File: config.mk
export PLATFORM = sky130hd
export DESIGN_NAME = thread_state_mem
export DESIGN_NICKNAME = d
export VERILOG_FILES = /design/src/rtl/thread_state_mem.sv
export SDC_FILE = /design/constraint.sdc
export NUM_CORES = 1
export LEC_CHECK = 0
export BUFFER_PORTS_ARGS = -buffer_cell sky130_fd_sc_hd__buf_2
export CORE_ASPECT_RATIO = 0.6
export CORE_MARGIN = 5
export CORE_UTILIZATION = 25
export DETAILED_ROUTE_END_ITERATION = 7
export GPL_TIMING_DRIVEN = 0
export PLACE_DENSITY = 0.47
export SETUP_SLACK_MARGIN = 0.2
export SLEW_MARGIN = 10
export SYNTH_ARGS = -nofsm -noshare
export SYNTH_HDL_FRONTEND = slang
export SYNTH_SLANG_ARGS = --single-unit
File: constraint.sdc
create_clock -name CLK -period 4.1 [get_ports CLK]
set_clock_uncertainty 0.1 [all_clocks]
set_input_delay 0.205 -clock CLK [delete_from_list [all_inputs] [get_ports CLK]]
set_output_delay 0.205 -clock CLK [all_outputs]
set_load 0.02 [all_outputs]
File: src/rtl/thread_state_mem.sv
`default_nettype none
// +--------------------------------------------------------------------------+
// | thread_state_mem                                                         |
// | Per-thread state store for the scheduler: CPU writes + external CAS.     |
// | Rev 1.0                                                                  |
// +--------------------------------------------------------------------------+
module thread_state_mem #(
   parameter int N_THREADS     = 16,
   parameter int N_THREADS_MSB = $clog2(N_THREADS) - 1
) (
   input  logic                              CLK,
   input  logic                              RST_N,
   input  logic [N_THREADS_MSB:0]            ts_rd_num,
   output logic [1:0]                        ts_rd,
   input  logic                              cpu_wr_en,
   input  logic [N_THREADS_MSB:0]            cpu_wr_num,
   input  logic [1:0]                        cpu_wr_state,
   input  logic                              ext_wr_en,
   input  logic [N_THREADS_MSB:0]            ext_wr_num,
   input  logic [1:0]                        ext_wr_expect,
   input  logic [1:0]                        ext_wr_state,
   output logic                              ext_wr_ack,
   output logic                              ext_wr_ok,
   input  logic [N_THREADS_MSB:0]            ext_rd_num,
   output logic [1:0]                        ext_rd_state,
   output logic [$clog2(N_THREADS+1)-1:0]    n_wr_rdy,
   output logic                              init_done
);

   localparam int              c_NUM_W     = N_THREADS_MSB + 1;
   localparam int              c_CNT_W     = $clog2(N_THREADS + 1);
   localparam logic [1:0]      c_TS_NONE   = 2'b00;
   localparam logic [1:0]      c_TS_WR_RDY = 2'b01;
   localparam logic [c_NUM_W:0]   c_N_EXT  = (c_NUM_W+1)'(N_THREADS);
   localparam logic [c_NUM_W-1:0] c_LAST   = c_NUM_W'(N_THREADS - 1);

   logic [1:0]          mem_q [N_THREADS];

   logic [c_NUM_W-1:0]  init_cnt_q,  init_cnt_d;
   logic                init_done_q, init_done_d;
   logic                stg_vld_q,   stg_vld_d;
   logic [c_NUM_W-1:0]  stg_num_q,   stg_num_d;
   logic [1:0]          stg_state_q, stg_state_d;
   logic [c_CNT_W-1:0]  n_wr_rdy_q,  n_wr_rdy_d;

   logic [1:0]          w_ts_cur;
   logic [1:0]          w_ext_rd_cur;
   logic [1:0]          w_ext_wr_cur;
   logic [1:0]          w_stg_old;
   logic                w_stage_hit;
   logic                w_cpu_take;
   logic                w_ack;
   logic                w_ok;
   logic                w_commit;

   // Thread numbers beyond N_THREADS-1 (non power-of-2 counts) read as NONE and are never written.
   function automatic logic in_range(input logic [c_NUM_W-1:0] num);
      return ({1'b0, num} < c_N_EXT);
   endfunction

   assign w_ts_cur     = in_range(ts_rd_num)  ? mem_q[ts_rd_num]  : c_TS_NONE;
   assign w_ext_rd_cur = in_range(ext_rd_num) ? mem_q[ext_rd_num] : c_TS_NONE;
   assign w_ext_wr_cur = in_range(ext_wr_num) ? mem_q[ext_wr_num] : c_TS_NONE;
   assign w_stg_old    = in_range(stg_num_q)  ? mem_q[stg_num_q]  : c_TS_NONE;

   // A staged write to the same thread would make the compare see a stale value.
   assign w_stage_hit = stg_vld_q & (stg_num_q == ext_wr_num);
   assign w_cpu_take  = cpu_wr_en & init_done_q & in_range(cpu_wr_num);
   assign w_ack       = ext_wr_en & init_done_q & ~cpu_wr_en & ~w_stage_hit;
   assign w_ok        = w_ack & in_range(ext_wr_num) & (w_ext_wr_cur == ext_wr_expect);
   assign w_commit    = init_done_q & stg_vld_q;

   always_comb begin
      init_cnt_d  = init_cnt_q;
      init_done_d = init_done_q;
      if (!init_done_q) begin
         if (init_cnt_q == c_LAST) begin
            init_done_d = 1'b1;
         end else begin
            init_cnt_d = init_cnt_q + 1'b1;
         end
      end
   end

   always_comb begin
      stg_vld_d   = 1'b0;
      stg_num_d   = stg_num_q;
      stg_state_d = stg_state_q;
      if (w_cpu_take) begin
         stg_vld_d   = 1'b1;
         stg_num_d   = cpu_wr_num;
         stg_state_d = cpu_wr_state;
      end else if (w_ok) begin
         stg_vld_d   = 1'b1;
         stg_num_d   = ext_wr_num;
         stg_state_d = ext_wr_state;
      end
   end

   always_comb begin
      n_wr_rdy_d = n_wr_rdy_q;
      if (w_commit) begin
         case ({stg_state_q == c_TS_WR_RDY, w_stg_old == c_TS_WR_RDY})
            2'b10:   n_wr_rdy_d = n_wr_rdy_q + 1'b1;
            2'b01:   n_wr_rdy_d = n_wr_rdy_q - 1'b1;
            default: n_wr_rdy_d = n_wr_rdy_q;
         endcase
      end
   end

   always_ff @(posedge CLK or negedge RST_N) begin
      if (!RST_N) begin
         init_cnt_q  <= '0;
         init_done_q <= 1'b0;
         stg_vld_q   <= 1'b0;
         stg_num_q   <= '0;
         stg_state_q <= c_TS_NONE;
         n_wr_rdy_q  <= '0;
      end else begin
         init_cnt_q  <= init_cnt_d;
         init_done_q <= init_done_d;
         stg_vld_q   <= stg_vld_d;
         stg_num_q   <= stg_num_d;
         stg_state_q <= stg_state_d;
         n_wr_rdy_q  <= n_wr_rdy_d;
      end
   end

   // Storage has no reset; the sweep clears it one entry per cycle.
   always_ff @(posedge CLK) begin
      if (!init_done_q) begin
         mem_q[init_cnt_q] <= c_TS_NONE;
      end else if (stg_vld_q) begin
         mem_q[stg_num_q] <= stg_state_q;
      end
   end

   assign ts_rd        = init_done_q ? w_ts_cur     : c_TS_NONE;
   assign ext_rd_state = init_done_q ? w_ext_rd_cur : c_TS_NONE;
   assign ext_wr_ack   = w_ack;
   assign ext_wr_ok    = w_ok;
   assign n_wr_rdy     = n_wr_rdy_q;
   assign init_done    = init_done_q;

endmodule
`default_nettype wire

==> flow_summary.ini <==
[outcome]
status = complete, no violations

[logic_synthesis]
synth_common_cells = edfxtp_1 (32), nor2_1 (28), mux4_2 (25), dfrtp_1 (17), inv_1 (17)
yosysWarnings = 0
yosysTopAreaCellShare = 0.299
syn-cell-area_sq_um = 3210
synthTopCellsByArea = edfxtp_1 (30%), mux4_2 (18%), dfrtp_1 (13%), mux4_1 (3.3%), nor2_1 (3.3%)
yosysMostFrequentCell = edfxtp_1
synth_cell_types = 48
synth-edff-count = 32
async_reset_ff_frac = 0.347
synth-seq-area-share = 0.432
synth_top_cell_by_area = edfxtp_1
synth-main-ff-cell = edfxtp_1
synth_nets = 288
syn_inst = 256
synth_area_per_cell_sq_um = 12.5
ys_ff_latch = 49

[global_route]
gr-total-overflow = 0
grt_max_degree = 18
grt_pass1_vias = 2295
grt_use_total = 0.119
antenna_found_initial = 2
grt_pass1_wl_um = 13800

[drt]
viasPerCell = 4.96
drc = 0
via_count = 2308
drt_wl_total_um = 8950
drt_first_pass_iters = 4
ant_nets = 0
drt_iter0_markers = 227
avgRoutedWirePerCell_um = 19.2

[sta]
fmax_mhz = 305
hold_viol_final = 0
tns_ns = 0
finalMaxSlewViolations = 0
timing.slew.headroom = 0.527
fin_crit_ns = 3.28
rsz0062_at_grt = no
worstMarginPinSlew_ns = 0.689
fin_crit_sh = 0.800
setup_ws_ns = 0.818
setup_viol = 0

[pwr]
total_power_w = 0.00148
powerDensity_nw_per_um2 = 393
power.static_leakage_nw = 1.39
vdd_drop_max_mv = 0.149

[clock_network]
cts.clk_slew.worst_paths_ns = 0.07
cts_sinks = 49
hold_buffers = 1
cts_buffers = 5
h-tree-depth = 2
cts-root-buf = clkbuf_16
post_cts_buffers = 0
tritoncts = yes
cts_buffer_depth = 2
ctsResizeCount = 0
clkLatencyLatePin_ns = 0.30

[setup_path]
cp-start-kind = flip-flop
critPathMaxFanout = 10
worstPathArrival_ns = 3.36
cp_data_required_time_ns = 4.18
reg2reg_slack_ns = 0.82
crit_path_end_kind = flip-flop
worst-setup-path-type = reg2reg

[layout]
antenna_cells = 0
nets = 326
syn_to_final_growth_pct = 17.1
stdcell_count = 465
layout-drive-gt1-share = 0.264

[place]
place.port_buffers = 30
gp_congestion = 0.818
dp_hpwl_um = 7090
dp_cells = 456
dpl_worst_slack_ns = 0.836

[floorplan]
core.rowCount = 32
die_x_um = 156
io_pins = 38
core_sq_um = 12700
die_area_sq_um = 15300
fp.dieH_um = 97.8
initial_utilization = 0.253

[worst_hold_path]
hp-class = in2reg

[flow_run]
cap_violations = 0
[registers in the layout, summed over array words and instances (netlist names)]
| name | count |
|---|---|
| mem_q | 32 |
| stg_vld_q | 1 |
| stg_num_q | 4 |
| n_wr_rdy | 5 |
| init_done | 1 |
| init_cnt_q | 4 |
| stg_state_q | 2 |
[where the power goes]
group / switching [W] / internal (W)
Combinational: 0.000217 / 0.000168
Sequential: 0.0000338 / 0.000572
Clock: 0.000194 / 0.000293
Total: 0.000445 / 0.00103
[cells by family (layout without fill, tap and decap cells)]
logic type      count (synthesis)  after routing  synth area share
simple gates                   72             72             0.104
flops                          49             49             0.432
compound gates                 44             44            0.0963
mux                            38             38             0.240
buf+inv                        34             73            0.0600
xor+xnor                       13             13            0.0413
fa+ha+maj                       6              6            0.0257
[critical path, cell delays in order, from the launching register on]
cell	delay [ns]
dfrtp_1	0.39
clkbuf_1	0.36
o32ai_1	0.16
mux4_2	0.49
mux2_2	0.30
ha_1	0.27
inv_1	0.13
fa_1	0.22
inv_1	0.05
a21o_1	0.17
a21oi_1	0.17
xnor2_1	0.14
nor2_1	0.08
xor2_1	0.16
[stage by stage]
stage | utilization | area (sq um) | hold slack, ns
final | 0.296 | 3760 | 0.0789
after global routing | 0.296 | 3760 | 0.0880
after CTS | 0.296 | 3760 | 0.0735
after detailed placement | 0.281 | 3570 | 0.0640
after global placement | 0.281 | 3570 | 0.0588
after floorplan | - | 3210 | -0.191
[per-layer routing]
layer	track usage	vias to the layer above	share of wire
met5	0	-	0.0031
met4	0.0333	4	0.015
met3	0.0456	14	0.11
met2	0.151	97	0.39
met1	0.185	1138	0.49
li1	-	1055	-
[cells in the final DEF (no fill, tap or decap), types with 8 or more instances in the layout]
cell type / synthesis / final
a31oi_1: 12 / 12
buf_2: 0 / 30
dfrtp_1: 17 / 17
edfxtp_1: 32 / 32
inv_1: 17 / 17
mux4_2: 25 / 25
nand2_1: 16 / 16
nor2_1: 28 / 28
o32ai_1: 8 / 8
xor2_1: 8 / 8
[worst paths after layout]
check	startpoint	end	cells past startpoint
setup / recovery	stg_num_q[0]	n_wr_rdy[4]	13
hold / removal	ext_wr_state[1]	stg_state_q[1]	3
setup reg to reg	stg_num_q[0]	n_wr_rdy[4]	13
hold reg to reg	n_wr_rdy[4]	n_wr_rdy[4]	1
max in group asynchronous	RST_N	init_cnt_q[2]	2
min in group asynchronous	RST_N	stg_num_q[1]	2
[final cells by class]
class	instances	area (sq um)
plain buffers	17	129
clock buffers	5	125
clock inverters	3	50.0
fillers	1280	8930
inverters	17	63.8
multi-input cells	173	1630
flip-flops and latches	49	1390
well taps	170	213
repair buffers	31	160
Note: power is estimated with default switching activity, not from simulation.
